$ cat src/rtl/spi_tx_master.sv
// spi_tx_master
// SPI mode 0 (CPOL=0, CPHA=0) transmit master with an internal byte FIFO.
// Words written from the m_clk domain are queued. Each word is then shifted
// out MSB-first on spi_mosi_out. Words that are already queued when a word
// finishes follow it back-to-back inside the same chip-select frame.
//
// Ports
//   m_clk        in   system clock, rising edge
//   n_reset      in   synchronous active-low reset
//   data_in      in   word to queue
//   data_av      in   write strobe (accepted when full=0)
//   full         out  FIFO holds FIFO_DEPTH words
//   overflow     out  sticky: write attempted while full
//   busy         out  engine is not IDLE
//   spi_clk      out  serial clock, idles low
//   spi_cs       out  chip select, active low
//   spi_mosi_out out  serial data, MSB first
module spi_tx_master #(
  parameter int CLK_DIV    = 4,
  parameter int FIFO_DEPTH = 8,
  parameter int DATA_W     = 8
) (
  input  logic              m_clk,
  input  logic              n_reset,
  input  logic [DATA_W-1:0] data_in,
  input  logic              data_av,
  output logic              full,
  output logic              overflow,
  output logic              busy,
  output logic              spi_clk,
  output logic              spi_cs,
  output logic              spi_mosi_out
);

  localparam int AW   = (FIFO_DEPTH > 1) ? $clog2(FIFO_DEPTH) : 1;
  localparam int CW   = $clog2(FIFO_DEPTH) + 1;
  localparam int DIVW = $clog2(CLK_DIV);
  localparam int BW   = (DATA_W > 1) ? $clog2(DATA_W) : 1;

  localparam logic [2:0] S_IDLE  = 3'd0;
  localparam logic [2:0] S_SETUP = 3'd1;
  localparam logic [2:0] S_SHIFT = 3'd2;
  localparam logic [2:0] S_HOLD  = 3'd3;
  localparam logic [2:0] S_GAP   = 3'd4;

  logic [DATA_W-1:0] r_mem [FIFO_DEPTH];
  logic [AW-1:0]     r_wr_ptr;
  logic [AW-1:0]     r_rd_ptr;
  logic [CW-1:0]     r_count;
  logic [CW-1:0]     w_count_next;
  logic              r_full;
  logic              r_not_empty;
  logic              r_overflow;

  logic [2:0]        r_state;
  logic [DIVW-1:0]   r_div;
  logic [BW-1:0]     r_bit_cnt;
  logic [DATA_W-1:0] r_shift;
  logic              r_sclk;
  logic              r_cs;
  logic              r_mosi;

  logic              w_push;
  logic              w_pop;
  logic              w_can_pop;
  logic              w_div_done;
  logic              w_last_bit;
  logic [DATA_W-1:0] w_head;

  // A write while full is dropped, even if a pop happens in the same cycle.
  assign w_push     = data_av & ~r_full;
  assign w_can_pop  = r_not_empty & (r_count != '0);
  assign w_head     = r_mem[r_rd_ptr];
  assign w_div_done = (r_div == DIVW'(CLK_DIV - 1));
  assign w_last_bit = (r_bit_cnt == BW'(DATA_W - 1));

  // Pops happen when IDLE opens a frame, or on the last falling edge of a
  // word when another word is waiting.
  always_comb begin
    w_pop = 1'b0;
    if (r_state == S_IDLE && w_can_pop)
      w_pop = 1'b1;
    else if (r_state == S_SHIFT && w_div_done && r_sclk && w_last_bit && w_can_pop)
      w_pop = 1'b1;
  end

  always_comb begin
    w_count_next = r_count;
    if (w_push && !w_pop)
      w_count_next = r_count + CW'(1);
    else if (!w_push && w_pop)
      w_count_next = r_count - CW'(1);
  end

  // FIFO storage has no reset. The pointers and the count define the contents.
  always_ff @(posedge m_clk) begin
    if (w_push)
      r_mem[r_wr_ptr] <= data_in;
  end

  // full tracks the next count, so a write in the cycle after the FIFO
  // fills is already refused. not_empty lags the count by one cycle, which
  // gives IDLE a one-cycle decision step after a write.
  always_ff @(posedge m_clk) begin
    if (!n_reset) begin
      r_wr_ptr    <= '0;
      r_rd_ptr    <= '0;
      r_count     <= '0;
      r_full      <= 1'b0;
      r_not_empty <= 1'b0;
      r_overflow  <= 1'b0;
    end else begin
      if (w_push)
        r_wr_ptr <= r_wr_ptr + AW'(1);
      if (w_pop)
        r_rd_ptr <= r_rd_ptr + AW'(1);
      r_count     <= w_count_next;
      r_full      <= (w_count_next == CW'(FIFO_DEPTH));
      r_not_empty <= (r_count != '0);
      r_overflow  <= r_overflow | (data_av & r_full);
    end
  end

  // Frame engine. r_div paces every phase in steps of CLK_DIV cycles. In
  // SHIFT, r_sclk tells whether the next step is a falling or a rising edge.
  always_ff @(posedge m_clk) begin
    if (!n_reset) begin
      r_state   <= S_IDLE;
      r_div     <= '0;
      r_bit_cnt <= '0;
      r_shift   <= '0;
      r_sclk    <= 1'b0;
      r_cs      <= 1'b1;
      r_mosi    <= 1'b0;
    end else begin
      case (r_state)
        S_IDLE: begin
          r_div  <= '0;
          r_sclk <= 1'b0;
          r_cs   <= 1'b1;
          if (w_can_pop) begin
            r_shift   <= w_head;
            r_mosi    <= w_head[DATA_W-1];
            r_cs      <= 1'b0;
            r_bit_cnt <= '0;
            r_state   <= S_SETUP;
          end
        end
        S_SETUP: begin
          if (w_div_done) begin
            r_div   <= '0;
            r_sclk  <= 1'b1;
            r_state <= S_SHIFT;
          end else begin
            r_div <= r_div + DIVW'(1);
          end
        end
        S_SHIFT: begin
          if (w_div_done) begin
            r_div <= '0;
            if (!r_sclk) begin
              r_sclk <= 1'b1;
            end else begin
              r_sclk <= 1'b0;
              if (w_last_bit) begin
                if (w_can_pop) begin
                  r_shift   <= w_head;
                  r_mosi    <= w_head[DATA_W-1];
                  r_bit_cnt <= '0;
                end else begin
                  r_state <= S_HOLD;
                end
              end else begin
                r_shift   <= {r_shift[DATA_W-2:0], 1'b0};
                r_mosi    <= r_shift[DATA_W-2];
                r_bit_cnt <= r_bit_cnt + BW'(1);
              end
            end
          end else begin
            r_div <= r_div + DIVW'(1);
          end
        end
        S_HOLD: begin
          if (w_div_done) begin
            r_div   <= '0;
            r_cs    <= 1'b1;
            r_mosi  <= 1'b0;
            r_state <= S_GAP;
          end else begin
            r_div <= r_div + DIVW'(1);
          end
        end
        S_GAP: begin
          if (w_div_done) begin
            r_div   <= '0;
            r_state <= S_IDLE;
          end else begin
            r_div <= r_div + DIVW'(1);
          end
        end
        default: begin
          r_state <= S_IDLE;
        end
      endcase
    end
  end

  assign full         = r_full;
  assign overflow     = r_overflow;
  assign busy         = (r_state != S_IDLE);
  assign spi_clk      = r_sclk;
  assign spi_cs       = r_cs;
  assign spi_mosi_out = r_mosi;

endmodule

$ cat config.mk
export PLATFORM = sky130hd
export DESIGN_NAME = spi_tx_master
export DESIGN_NICKNAME = d
export VERILOG_FILES = /design/src/rtl/spi_tx_master.sv
export SDC_FILE = /design/constraint.sdc
export NUM_CORES = 1
export LEC_CHECK = 0
export BUFFER_PORTS_ARGS = -buffer_cell sky130_fd_sc_hd__buf_2
export CAP_MARGIN = 30
export CORE_AREA = 2 2 120 93
export DETAILED_ROUTE_END_ITERATION = 6
export DIE_AREA = 0 0 122 95
export GPL_ROUTABILITY_DRIVEN = 0
export PLACE_DENSITY = 0.62
export SETUP_SLACK_MARGIN = 0.15
export SLEW_MARGIN = 20
export SYNTH_ARGS = -nofsm -noshare
export SYNTH_HDL_FRONTEND = slang
export SYNTH_SLANG_ARGS = --single-unit
$ cat constraint.sdc
create_clock -name m_clk -period 3.2 [get_ports m_clk]
set_clock_uncertainty 0.05 [all_clocks]
set_input_delay 0.48 -clock m_clk [delete_from_list [all_inputs] [get_ports m_clk]]
set_output_delay 0.48 -clock m_clk [all_outputs]
set_load 0.1 [all_outputs]
==> run metrics, run 1 <==
status=completed; worst slew margin relative to its limit=between 40 and 50%; cell with the biggest individual delay on the critical path=a2111oi_4; # Max-Cap Violations=0; number of setup violations in the final report=0; clock sink count=slightly below 100; Area growth syn-to-layout=14.3%; critical path, cell by cell=inv_1 > ha_1 > nor3b_1 > a2111oi_4 > mux2i_1 > xor2_1 > o2111a_1; Post-Syn Instances=282; Mean Syn Cell Area=~14 µm²; post-synthesis instance area=about 4100 µm²; Die Width=approximately 120 µm; post-detailed-route via-to-cell ratio=a little over 5; clock buffers created by TritonCTS=9; R2R Setup Slk=just over 0.7 ns; total iterations of the first detailed-routing run=4; layout net count=320; number of enable flip-flop cells after synthesis=64; via total after detailed routing=roughly 2300; total of warnings raised by yosys=0; buffer depth of the longest clock path=2; share of the core filled with cells in the final layout=between 40% and 50%; CTS Hold Buffers Added=0; GR Util All Layers=between 10% and 20%; post-route DRC violation count=0; count of placed standard cells including taps=approximately 430; vertical extent of the die=approximately 95 µm; period utilisation layout=77.4%; total routed wirelength=~7500 µm; Setup Buffers After CTS=0; count of cells resized by post-cts repair=0; upper clock frequency limit=403 MHz; met1 layer wirelength in the final routing=~3500 µm; met2 routed WL=3520 µm; routed length per placed instance=~17 µm; overflow left after global routing=0; post-route non-filler standard cell count=447; Min-Delay Startpoint=data_in[3]; clock insertion delay at the later pin of the skew report=roughly 0.34 ns; minimum setup slack after placement=0.737 ns; type of the worst setup path=register to register; cell type with the largest total area after synthesis=edfxtp_1; number of ports placed on the die boundary=17; kind of capture point of the worst setup path=register; CTS tree=done; Top Layer Used=met4; DRC marker count from the first detailed-route iteration=approximately 160; Worst Hold Path Cells=1; wire length of the first global-routing pass=12400 µm; leakage=~1.6 nW; Distinct cells, synth=47; routed length on met3=around 380 µm; number of routed nets with antenna violations=0; count of cells along the worst register-to-register path=7; Die ar.=around 12000 µm²; sequential fraction of the synthesis area=between 60% and 70%; Post-DP HPWL=approximately 4900 µm; WP data required=around 3.4 ns; highest ir drop seen on vdd=0.323 mV; final critical path time including I/O delays and setup=2.48 ns; top cells by area in the synthesized netlist=edfxtp_1, dfxtp_1, mux4_2; minimum setup slack in the final design=around 0.7 ns; Hold Path End=r_mem[4][3]; maximum fanout along the worst path=8; Post-synth ARST share=0%; largest stage delay on the critical path=0.66 ns; hold slack final=0.351 ns; level count of the clock H-tree=3; vias in the first global route=2340; std cell rows=33; Final Max Slew Viols=0; post-synthesis sequential element count=98; family with the most delay on the worst path=compound AO/OA/AOI/OAI gates; root buffer cell=clkbuf_16; dominant register cell in the synthesized netlist=edfxtp_1; Ant. Diodes=0; Buffers on Ports=16; capturing point of the worst reg2reg path=full; pin count of the biggest net entering global routing=37; area share of the largest cell type after synthesis=a little under half; sum of buffers and inverters on the critical path=1; Crit Reg-Reg Startpoint=r_count[0]; Tightest Pin Transition=approximately 0.75 ns; unrepaired setup endpoints after global routing=false; Power per Cell Area=723 nW/µm²; fraction of final layout cells with drive strength greater than 1=between 20% and 30%; number of failing hold endpoints at the final stage=0; clock transition at the register clock pins on the worst setup and hold paths after CTS=0.07 ns; Core Footprint=around 11000 µm²; crit path launch type=register; worst hold path type=input pin to register; total negative slack for setup checks=0 ns; Syn Nets=300; starting utilization of the core area=slightly below 40%; Arrival @ worst endpoint=around 2.7 ns; initial antenna violation count=0
==> synth_stat cells (6+ instances only) <==
library cell and n:
edfxtp_1 64, dfxtp_1 34, nand2_1 19, mux4_2 16, clkbuf_1 15, mux2i_1 13
a21oi_1 11, and2_1 8, nor2b_1 8, ha_1 7, nand2b_1 7, nand3_1 6
nor2_1 6, o221ai_1 6
==> flip-flops by register name, summed over array words and instances (netlist names), named ones only <==
register      count
r_div             2
r_state           3
r_mem            64
r_not_empty       1
r_shift           7
spi_cs            1
r_rd_ptr          3
spi_mosi_out      1
full              1
r_bit_cnt         3
r_count           4
r_wr_ptr          3
spi_clk           1
overflow          1
==> metrics by stage <==
stage	area, µm²	total power, mW
after floorplan	4080	2.13
after global placement	4350	2.27
after detailed placement	4350	2.29
after CTS	4660	3.40
after global routing	4660	3.54
final	4660	3.37
==> power by group <==
group | switching, mW | internal (mW) | total [mW]
clock network | 0.491 | 0.624 | 1.11
registers | 0.108 | 1.46 | 1.56
logic | 0.377 | 0.314 | 0.691
total | 0.976 | 2.39 | 3.37
==> worst max-delay path by stage <==
| stage | start | endpoint | slack (ns) | cells after the start |
|---|---|---|---|---|
| after floorplan | spi_clk | full | 0.54 | 5 |
| after global placement | r_count[0] | register | 0.86 | 8 |
| after detailed placement | r_count[0] | full | 0.74 | 7 |
| after CTS | r_count[0] | full | 0.71 | 7 |
| after global routing | r_count[0] | full | 0.55 | 7 |
| final | r_count[0] | full | 0.72 | 7 |
==> cell families (layout without fill, tap and decap cells) <==
group                    after synthesis  in the layout  share of synthesized area, %
buffers and inverters                 23             48                          2.27
adder cells (fa/ha/maj)                9              9                          2.64
flip-flops                            98             98                          63.8
AND/OR/NAND/NOR                       77             77                          10.3
AO/OA/AOI/OAI                         36             36                          6.75
multiplexers                          30             30                          12.3
XOR/XNOR                               9              9                          1.93
==> per-layer routing <==
layer	vias up	global-route usage (%)
met1	1163	19.8
met3	9	4.95
li1	1107	-
met5	-	0
met4	0	4.69
met2	34	22.4
==> layout make-up <==
class	count	area (µm²)
timing repair buffer	28	170
sequential	98	2600
multi-input combinational	161	1390
fill	942	5870
clock inverter	7	85.1
inverter	4	15.0
clock buffer	9	225
tap	140	175
==> cells in the final DEF, fill, tap and decap left out, types with 4 or more instances in the layout <==
cell type and instances:
mux4_2 16, nand3_1 6, nand2_1 19, o221ai_1 6, xnor2_1 4, edfxtp_1 64, xor2_1 5, nor2_1 6
nor3b_1 4, buf_4 12, buf_2 16, and2_1 8, mux2i_1 13, inv_1 4, nor2b_1 8, nand2b_1 7
nor3_1 5, dfxtp_1 34, ha_1 7, a21oi_1 11, clkbuf_16 9
No activity file was read; power rests on OpenSTA's default activity.
==> inputs of run 2 (changes only) <==
--- a/config.mk
+++ b/config.mk
@@ -5,11 +5,12 @@
 export SDC_FILE = /design/constraint.sdc
 export NUM_CORES = 1
 export LEC_CHECK = 0
+export ABC_AREA = 1
 export BUFFER_PORTS_ARGS = -buffer_cell sky130_fd_sc_hd__buf_2
 export CAP_MARGIN = 30
-export CORE_AREA = 2 2 120 93
+export CORE_AREA = 2 2 122 95
 export DETAILED_ROUTE_END_ITERATION = 6
-export DIE_AREA = 0 0 122 95
+export DIE_AREA = 0 0 124 97
 export GPL_ROUTABILITY_DRIVEN = 0
 export PLACE_DENSITY = 0.62
 export SETUP_SLACK_MARGIN = 0.15
==> constraint.sdc (replaced) <==
create_clock -name m_clk -period 2.55 [get_ports m_clk]
set_clock_uncertainty 0.05 [all_clocks]
set_input_delay 0.3825 -clock m_clk [delete_from_list [all_inputs] [get_ports m_clk]]
set_output_delay 0.3825 -clock m_clk [all_outputs]
set_load 0.1 [all_outputs]
==> run 2 against run 1 <==
  * Sequential power increased by 26%
  * Routed wire length increased by 14%
  * Worst hold slack got worse by 0.10 ns
  * Count of clock-buffer cells in the layout increased by 1
  * Critical path type is now register to primary output
==> run metrics, run 2 <==
total iterations of the first detailed-routing run=4 (unchanged); area share of the largest cell type after synthesis=45.4% (-1.7 points); share of the core filled with cells in the final layout=44.4% (+0.15 points); Post-Synth XOR/XNOR Area=0.827% (-1.1 points); Ant. Diodes=0 (unchanged); sum of buffers and inverters on the critical path=2 (+1); Hold Path End=overflow; level count of the clock H-tree=3 (unchanged); count of cells along the worst register-to-register path=4 (-3); Arrival @ worst endpoint=1.49 ns (-1.22 ns); number of routed nets with antenna violations=0 (unchanged); area share of fa/ha/maj cells after synthesis=2.07% (-0.57 points); overall power of the completed layout=4.61 mW (+37%); mux contribution to synthesized area=0% (-12 points); clock transition at the register clock pins on the worst setup and hold paths after CTS=0.06 ns (about the same); cell types with the highest counts after synthesis=nand2_1, edfxtp_1, nand3_1, nor2_1, dfxtp_1; critical path, cell by cell=inv_2 > nand2_4 > buf_2; status=completed; top cells by area in the synthesized netlist=edfxtp_1, dfxtp_1, nand2_1; CTS tree=done; total routed wirelength=8540 µm (+14%); Crit Reg-Reg Startpoint=full; Most flops, register=r_mem; Final Max Slew Viols=0 (unchanged); fraction of final layout cells with drive strength greater than 1=13.4% (-7.4 points); worst hold path type=input pin to register; number of enable flip-flop cells after synthesis=64 (unchanged); leakage=1.81 nW (+13%); Power per Cell Area=966 nW/µm² (+34%); root buffer cell=clkbuf_16; capturing point of the worst reg2reg path=r_mem[2][0]; upper clock frequency limit=520 MHz; R2R Setup Slk=0.63 ns (-0.09 ns); Core Footprint=10700 µm² (+2.0%); post-route DRC violation count=0 (unchanged); minimum setup slack after placement=0.482 ns (-0.255 ns); number of ports placed on the die boundary=17 (unchanged); area used by multi-input combinational logic=1440 µm² (+3.8%); unrepaired setup endpoints after global routing=false; total negative slack for setup checks=0 ns (unchanged); most frequent standard cell in the layout excluding fill and tap cells=nand2_1; vias in the first global route=2802 (+20%); post-detailed-route via-to-cell ratio=4.99 (-3.6%); kind of capture point of the worst setup path=primary output; DRC marker count from the first detailed-route iteration=206 (+30%); WP data required=2.12 ns (-1.32 ns); period utilisation layout=approximately 75%; clock sink count=98 (unchanged); # Max-Cap Violations=0 (unchanged); via total after detailed routing=2964 (+28%); Buffers on Ports=16 (unchanged); highest ir drop seen on vdd=0.539 mV (+67%); std cell rows=33 (unchanged); minimum setup slack in the final design=0.627 ns (-0.0943 ns); post-synthesis sequential element count=98 (unchanged); Syn Nets=446 (+49%); sequential fraction of the synthesis area=61.5% (-2.4 points); clock insertion delay at the later pin of the skew report=0.34 ns (about the same); final critical path time including I/O delays and setup=1.92 ns; Post-Syn Instances=428 (+52%); count of cells resized by post-cts repair=0 (unchanged); fillers=1008 (+7.0%); Tightest Pin Transition=0.704 ns (-0.0468 ns); type of the worst setup path=register to primary output; Setup Buffers After CTS=0 (unchanged); cell type with the largest total area after synthesis=edfxtp_1; Area growth syn-to-layout=12.6%; maximum fanout along the worst path=7 (-1); initial antenna violation count=0 (unchanged); cell with the biggest individual delay on the critical path=dfxtp_1; crit path launch type=register; wire length of the first global-routing pass=14200 µm (+14%); worst slew margin relative to its limit=52.9% (+3.1 points); Die Width=124 µm (+1.6%); share of the synthesized area in compound gates (AO/OA/AOI/OAI)=8.27% (+1.5 points); number of failing hold endpoints at the final stage=0 (unchanged); registers with the most flip-flops=r_mem: 64 flops, r_shift: 7 flops, r_count: 4 flops; post-synthesis instance area=4230 µm² (+3.8%); largest stage delay on the critical path=0.45 ns (-0.21 ns); Min-Delay Startpoint=data_av; overflow left after global routing=0 (unchanged); CTS Hold Buffers Added=0 (unchanged); most frequent cell after synthesis=nand2_1; leading cell types in the layout, fill and taps excluded=nand2_1, edfxtp_1, nand3_1; GR Util All Layers=15.5% (+0.88 points); Post-DP HPWL=5790 µm (+19%); number of setup violations in the final report=0 (unchanged); Worst Hold Path Cells=3 (+2); max FFs per register=64 (unchanged); routed length per placed instance=14.4 µm (-14%); Distinct cells, synth=34 (-28%); buffer depth of the longest clock path=2 (unchanged); Sequential Area=2600 µm² (unchanged); synthesized-area fraction occupied by and/or/nand/nor cells=22.9% (+13 points); Die ar.=12000 µm² (+3.8%); pin count of the biggest net entering global routing=33 (-11%); Post-synth ARST share=0% (unchanged); combinational family with the most area after synthesis=simple AND/OR/NAND/NOR gates; dominant register cell in the synthesized netlist=edfxtp_1; starting utilization of the core area=39.4% (+0.71 points); family with the most delay on the worst path=buffers and inverters; Mean Syn Cell Area=9.89 µm² (-32%); clock buffers created by TritonCTS=9 (unchanged); vertical extent of the die=97 µm (+2.1%); total of warnings raised by yosys=0 (unchanged); layout net count=467 (+46%)
-- run 2: cell type report --
| class | instances | share of cell area [%] |
|---|---|---|
| clock inverter | 6 | 1.21 |
| timing repair buffer | 25 | 3.10 |
| multi-input combinational | 284 | 30.2 |
| inverter | 31 | 2.44 |
| clock buffer | 10 | 4.80 |
| sequential | 98 | 54.6 |
| tap | 140 | 3.67 |
-- run 2: stage by stage --
step           cell area, µm²  hold WS [ns]  std cells
2_1_floorplan            4230         0.382        428
3_3_place_gp             4480         0.396        578
3_5_place_dp             4480         0.406        578
4_1_cts                  4770         0.240        594
5_1_grt                  4770         0.279        594
6_report                 4770         0.246        594
-- run 2: routing by layer --
metal	vias up	GRT usage, %	share of wire [%]
li1	1503	-	-
met1	1385	22.5	48
met2	68	22.3	45
met3	8	4.72	6.0
met4	0	4.75	1.2
met5	-	0	0
-- run 2: how the worst max path moves through the flow --
stage,from,to,slack [ns],depth (start not counted)
finish,r_state[1],busy,0.63,3
global route,full,r_mem[2][0],0.51,4
CTS,r_state[1],busy,0.63,3
detailed placement,data_av,r_mem[2][3],0.48,6
global placement,data_av,r_mem[2][2],0.55,6
floorplan,full,r_mem[0][0],0.35,5
-- run 2: worst register-to-register path, stage by stage, from the launching register on --
cell	delay [ns]
dfxtp_1	0.32
or2_1	0.33
inv_2	0.16
nand2_1	0.13
nor2_1	0.57
-- run 2: where the power goes --
group	switching, mW	total [mW]	internal [mW]	leakage [nW]
sequential	0.102	1.97	1.87	0.858
combinational	0.956	1.34	0.384	0.819
clock	0.549	1.30	0.751	0.130
total	1.61	4.61	3.00	1.81
-- run 2: cell families after synthesis --
kind of cell	Yosys count
DFF	98
xor gates and xnor gates	4
buffers and inverters	46
and+or+nand+nor	210
adders and majority gates	7
AOI/OAI and AO/OA	63
